$ cat config.mk
export PLATFORM = sky130hd
export DESIGN_NAME = rx_frame_parser
export DESIGN_NICKNAME = d
export VERILOG_FILES = /design/src/rtl/rx_frame_parser.sv
export SDC_FILE = /design/constraint.sdc
export NUM_CORES = 1
export LEC_CHECK = 0
export BUFFER_PORTS_ARGS = -buffer_cell sky130_fd_sc_hd__buf_2
export CAP_MARGIN = 15
export CORE_UTILIZATION = 40
export CTS_CLUSTER_DIAMETER = 40
export DETAILED_ROUTE_END_ITERATION = 8
export PLACE_DENSITY_LB_ADDON = 0.2
export RECOVER_POWER = 25
export SLEW_MARGIN = 20
export SYNTH_ARGS = -nofsm -noshare
export SYNTH_HDL_FRONTEND = slang
export SYNTH_SLANG_ARGS = --single-unit
$ cat constraint.sdc
create_clock -name IF_clk -period 2.32 [get_ports IF_clk]
set_input_delay 0 -clock IF_clk [delete_from_list [all_inputs] [get_ports IF_clk]]
set_output_delay 0 -clock IF_clk [all_outputs]
set_load 0.02 [all_outputs]
$ cat src/rtl/rx_frame_parser.sv
// Host-to-radio frame parser: pops 16-bit words from the Rx FIFO, locks on 7F7F/7Fxx sync,
// commits the five C&C bytes atomically and hands out 64-bit {L,R,I,Q} samples over rdy/ack.
module rx_frame_parser #(
  parameter int RX_FIFO_SZ = 2048,
  parameter int NUM_LOOPS  = 63,
  parameter int IF_TPD     = 1,
  localparam int RFSZ      = $clog2(RX_FIFO_SZ)
) (
  input  logic            IF_clk,
  input  logic            IF_reset,
  input  logic [15:0]     Rx_fifo_rdata,
  input  logic            Rx_fifo_empty,
  input  logic [RFSZ-1:0] Rx_fifo_used,
  output logic            Rx_fifo_rreq,
  output logic [7:0]      C0,
  output logic [7:0]      C1,
  output logic [7:0]      C2,
  output logic [7:0]      C3,
  output logic [7:0]      C4,
  output logic            cc_valid,
  output logic [63:0]     sample_data,
  output logic            sample_rdy,
  input  logic            sample_ack,
  output logic            in_sync,
  output logic [7:0]      sync_err_cnt
);

  localparam logic [15:0] SYNC_WORD = 16'h7F7F;
  localparam logic [7:0]  SYNC_BYTE = 8'h7F;
  localparam int          LW        = $clog2(NUM_LOOPS + 1);

  typedef enum logic [2:0] {
    HUNT1, HUNT2, CTL12, CTL34, DATA, SAMPLE_OUT, SYNC1
  } state_t;

  state_t        r_state;
  logic [LW-1:0] r_loop;
  logic [1:0]    r_widx;
  logic [47:0]   r_asm;
  logic [7:0]    r_c0_stg, r_c1_stg, r_c2_stg;
  logic [7:0]    r_c0, r_c1, r_c2, r_c3, r_c4;
  logic          r_cc_valid;
  logic [63:0]   r_sample_data;
  logic          r_sample_rdy;
  logic          r_in_sync;
  logic [7:0]    r_sync_err_cnt;

  logic          w_pop;
  logic [LW-1:0] w_loop_next;
  logic [7:0]    w_err_next;
  logic          w_unused;

  // Every state except SAMPLE_OUT consumes the head word whenever one is present.
  assign w_pop        = (r_state != SAMPLE_OUT) && !Rx_fifo_empty;
  assign Rx_fifo_rreq = w_pop;
  assign w_loop_next  = r_loop + 1'b1;
  assign w_err_next   = (r_sync_err_cnt == 8'hFF) ? r_sync_err_cnt : r_sync_err_cnt + 8'd1;

  // Fill level is status only and no simulation delays are modelled.
  assign w_unused = ^{Rx_fifo_used, (IF_TPD != 0)};

  // NOTE: every state register uses non-blocking assignment so all decisions on an edge
  // see pre-edge values; r_cc_valid defaults low each cycle to form a one-cycle pulse.
  always_ff @(posedge IF_clk) begin
    if (IF_reset) begin
      r_state        <= HUNT1;
      r_loop         <= '0;
      r_widx         <= '0;
      r_asm          <= '0;
      r_c0_stg       <= '0;
      r_c1_stg       <= '0;
      r_c2_stg       <= '0;
      r_c0           <= '0;
      r_c1           <= '0;
      r_c2           <= '0;
      r_c3           <= '0;
      r_c4           <= '0;
      r_cc_valid     <= 1'b0;
      r_sample_data  <= '0;
      r_sample_rdy   <= 1'b0;
      r_in_sync      <= 1'b0;
      r_sync_err_cnt <= '0;
    end else begin
      r_cc_valid <= 1'b0;
      case (r_state)
        HUNT1: begin
          if (w_pop && Rx_fifo_rdata == SYNC_WORD) r_state <= HUNT2;
        end
        HUNT2: begin
          if (w_pop) begin
            if (Rx_fifo_rdata[15:8] == SYNC_BYTE) begin
              r_c0_stg <= Rx_fifo_rdata[7:0];
              r_state  <= CTL12;
            end else begin
              if (r_in_sync) begin
                r_in_sync      <= 1'b0;
                r_sync_err_cnt <= w_err_next;
              end
              r_state <= HUNT1;
            end
          end
        end
        CTL12: begin
          if (w_pop) begin
            r_c1_stg <= Rx_fifo_rdata[15:8];
            r_c2_stg <= Rx_fifo_rdata[7:0];
            r_state  <= CTL34;
          end
        end
        CTL34: begin
          // All five bytes become visible on the same edge, never piecemeal.
          if (w_pop) begin
            r_c0       <= r_c0_stg;
            r_c1       <= r_c1_stg;
            r_c2       <= r_c2_stg;
            r_c3       <= Rx_fifo_rdata[15:8];
            r_c4       <= Rx_fifo_rdata[7:0];
            r_cc_valid <= 1'b1;
            r_in_sync  <= 1'b1;
            r_loop     <= '0;
            r_widx     <= '0;
            r_state    <= DATA;
          end
        end
        DATA: begin
          if (w_pop) begin
            r_widx <= r_widx + 2'd1;
            if (r_widx == 2'd3) begin
              r_sample_data <= {r_asm, Rx_fifo_rdata};
              r_sample_rdy  <= 1'b1;
              r_state       <= SAMPLE_OUT;
            end else begin
              r_asm <= {r_asm[31:0], Rx_fifo_rdata};
            end
          end
        end
        SAMPLE_OUT: begin
          if (sample_ack) begin
            r_sample_rdy <= 1'b0;
            r_loop       <= w_loop_next;
            r_state      <= (w_loop_next == LW'(NUM_LOOPS)) ? SYNC1 : DATA;
          end
        end
        SYNC1: begin
          if (w_pop) begin
            if (Rx_fifo_rdata == SYNC_WORD) begin
              r_state <= HUNT2;
            end else begin
              r_in_sync      <= 1'b0;
              r_sync_err_cnt <= w_err_next;
              r_state        <= HUNT1;
            end
          end
        end
        default: r_state <= HUNT1;
      endcase
    end
  end

  assign C0           = r_c0;
  assign C1           = r_c1;
  assign C2           = r_c2;
  assign C3           = r_c3;
  assign C4           = r_c4;
  assign cc_valid     = r_cc_valid;
  assign sample_data  = r_sample_data;
  assign sample_rdy   = r_sample_rdy;
  assign in_sync      = r_in_sync;
  assign sync_err_cnt = r_sync_err_cnt;

endmodule
==> flow_metrics.env <==
export IMPL_core_region_area_um2=17500
export IMPL_synth_top_area_share_pct=54.5
export IMPL_synth_area_top_cells="dfxtp_1 55%, nand2_1 18%, a21oi_1 12%"
export IMPL_fin_cells=1279
export IMPL_critPathMaxStageDelay_ns=0.66
export IMPL_cp_cell_sequence="and2b_1, o221ai_1, or4_2, a21oi_1, a211o_1"
export IMPL_path_clk_slew_ns=0.07
export IMPL_dpl_cell_area_um2=8190
export IMPL_drive_gt1_share_pct=10.9
export IMPL_slew_violations=0
export IMPL_relSlewSlack_pct=35.3
export IMPL_cts_buffers=17
export IMPL_synth_adder_area_share_pct=0.826
export IMPL_track_usage_pct=21.1
export IMPL_num_vias=6426
export IMPL_tns_ns=0
export IMPL_post_cts_resized=0
export IMPL_gp_congestion=0.852
export IMPL_cts_tree="built"
export IMPL_setup_violations=0
export IMPL_portBuffers=135
export IMPL_synthArstFlopShare_pct=0
export IMPL_fp_row_count=48
export IMPL_setup_worst_path_class="reg -> reg"
export IMPL_cts_root_buf="clkbuf_16"
export IMPL_final_antenna_net_count=0
export IMPL_fin_crit_ns=2.00
export IMPL_tightest_slew_ns=0.971
export IMPL_ios=147
export IMPL_grt_pass1_wl_um=30300
export IMPL_synth_edf_count=0
export IMPL_hold_viol=0
export IMPL_cp_arrival_ns=2.38
export IMPL_die_width_um=137
export IMPL_crit_fanout=15
export IMPL_fin_nets=1076
export IMPL_post_synth_cell_area_avg_um2=7.94
export IMPL_synth_fp_nets=951
export IMPL_fp_dieH_um=137
export IMPL_status="finished clean"
export IMPL_clock_skew_ns=0.00861
export IMPL_syn_inst=916
export IMPL_hold_class="in -> reg"
export IMPL_gr_total_overflow=0
export IMPL_synthMuxAreaShare_pct=1.10
export IMPL_required_ns=2.69
export IMPL_cpLargestDelayFamily="simple AND/OR/NAND/NOR gates"
export IMPL_synth_compound_area_share_pct=15.6
export IMPL_cp_num_buf_inv=0
export IMPL_drc=0
export IMPL_design_area_um2=8900
export IMPL_ys_ff_latch=198
export IMPL_irDropWorstVdd_uv=593
export IMPL_grt_pass1_vias=5613
export IMPL_yosysSeqAreaShare_pct=54.5
export IMPL_routed_wirelength_um=19400
export IMPL_yosys_area_top_type="dfxtp_1"
export IMPL_drv_cap=0
export IMPL_cp_end_kind="register"
export IMPL_p_leak_nw=3.05
export IMPL_grt_max_degree=197
export IMPL_period_share_pct=86.3
export IMPL_synth_top_family_by_area="simple AND/OR/NAND/NOR gates"
export IMPL_ys_warnings_count=0
export IMPL_timing_fmax_mhz=499
export IMPL_yosys_area_share_simple_pct=23.7
export IMPL_rsz0062_at_grt="false"
export IMPL_drt_initial_drc_count=538
export IMPL_post_place_cells=1230
export IMPL_ys_types=47
export IMPL_critical_path_slowest_cell="or4_2"
export IMPL_synth_area_um2=7270
export IMPL_post_drt_via_cell_ratio=5.02
export IMPL_post_cts_setup_buffer_count=0
export IMPL_ys_flop_type="dfxtp_1"
export IMPL_clock_sinks=198
export IMPL_area_growth_pct=22.5
export IMPL_wire_per_inst_um=15.2
export IMPL_dp_hpwl_um=12100
export IMPL_htree_levels=4
export IMPL_antenna_found_initial=0
export IMPL_dieArea_um2=18700
export IMPL_clk_latency_ns=0.43
export IMPL_num_antenna_cells=0
export IMPL_synthXorXnorAreaFrac_pct=0.482
export IMPL_dr_pass1_iters=4
export IMPL_cts_buffer_depth=2
export IMPL_initial_core_util_pct=41.5
export IMPL_startpoint_type="register"
export IMPL_postCtsHoldBufs=17
export IMPL_power_density_nw_per_um2=764
-- sequential cells by signal (all words and copies together) (netlist names) --
register	count
cc_valid	1
sync_err_cnt	8
r_widx	2
r_loop	6
r_asm	48
C1	8
in_sync	1
r_state	3
r_c1_stg	8
C0	8
r_c2_stg	8
C4	8
sample_rdy	1
C2	8
C3	8
sample_data	64
r_c0_stg	8
-- worst register-to-register path: stages (launching register included) --
cell and delay [ns]:
dfxtp_1 0.59, and2b_1 0.25, o221ai_1 0.16, or4_2 0.66, a21oi_1 0.17, a211o_1 0.11
-- cells by family after synthesis --
group	count (synthesis)
flops	198
simple gates	422
fa+ha+maj	5
mux	8
buf+inv	68
compound gates	211
xor+xnor	4
-- placed cells by master (no fill, tap or decap), drive strengths merged, types with 2 or more instances in the layout --
cell type	netlist	routed
clkbuf	48	100
dfxtp	198	198
nand3	12	12
clkinvlp	0	4
nor2	31	31
inv	7	9
a21oi	183	183
nand2	344	344
nand4	4	4
a211oi	2	2
nand2b	4	4
o21ai	11	11
a22oi	2	2
ha	4	4
and2	3	3
mux2i	8	8
dlygate4sd3	0	17
or4	2	2
nor4	3	3
nor3	4	4
or3	4	4
nand4b	3	3
and3	2	2
buf	13	72
o221ai	2	2
and3b	2	2
xor2	3	3
bufinv	0	4
-- area by class of cell --
type / instances / area, um^2
Clock inverter: 10 / 168
Multi-Input combinational cell: 650 / 3050
Sequential cell: 198 / 3960
Inverter: 7 / 26.3
Tap cell: 225 / 282
Fill cell: 1778 / 8630
Clock buffer: 22 / 474
Timing Repair Buffer: 167 / 942
-- worst paths after layout --
| kind | cells past startpoint | to | slack (ns) | startpoint |
|---|---|---|---|---|
| worst max-delay path | 5 | r_state[1]$_SDFFE_PP0P_ | 0.32 | r_state[1]$_SDFFE_PP0P_ |
| worst min-delay path | 4 | sample_data[1]$_SDFFE_PP0P_ | 0.03 | Rx_fifo_rdata[1] |
| worst max register to register | 5 | r_state[1]$_SDFFE_PP0P_ | 0.32 | r_state[1]$_SDFFE_PP0P_ |
| worst min register to register | 2 | C1[6]$_SDFFE_PP0P_ | 0.45 | r_c1_stg[6]$_SDFFE_PP0P_ |
-- per-stage QoR --
step,hold WS (ns),power (mW),utilization (%),worst slack (ns)
global route,0.0334,7.02,50.8,0.111
detailed placement,0.323,3.67,46.7,0.341
floorplan,0.136,3.58,-,0.692
global placement,0.318,3.67,46.7,0.364
CTS,0.0115,6.86,51.3,0.320
finish,0.0301,6.80,50.8,0.318
-- layer usage --
metal	vias to the layer above	track usage [%]	wire length, um
met5	-	0	0
met4	0	6.65	322
met3	21	4.07	946
met2	160	33.5	8880
met1	2983	28.7	9260
li1	3262	-	-
-- synthesized netlist by cell type, types with 3 or more instances --
cell type	instances
nand3_1	12
dfxtp_1	198
nor4_1	3
buf_2	13
nor2_1	31
nand4_1	3
inv_1	7
xor2_1	3
nand2b_1	4
ha_1	4
or3_1	4
o21ai_0	11
nand2_1	344
a21oi_1	181
nor3_1	4
mux2i_1	8
and2_1	3
clkbuf_1	48
-- report_power, final --
| part | total (mW) | internal [mW] | leakage, nW | switching [mW] |
|---|---|---|---|---|
| Clock | 3.18 | 1.90 | 0.300 | 1.28 |
| Combinational | 0.196 | 0.0594 | 1.15 | 0.137 |
| Sequential | 3.42 | 3.41 | 1.59 | 0.0123 |
Power figures use the tool's default switching activity.
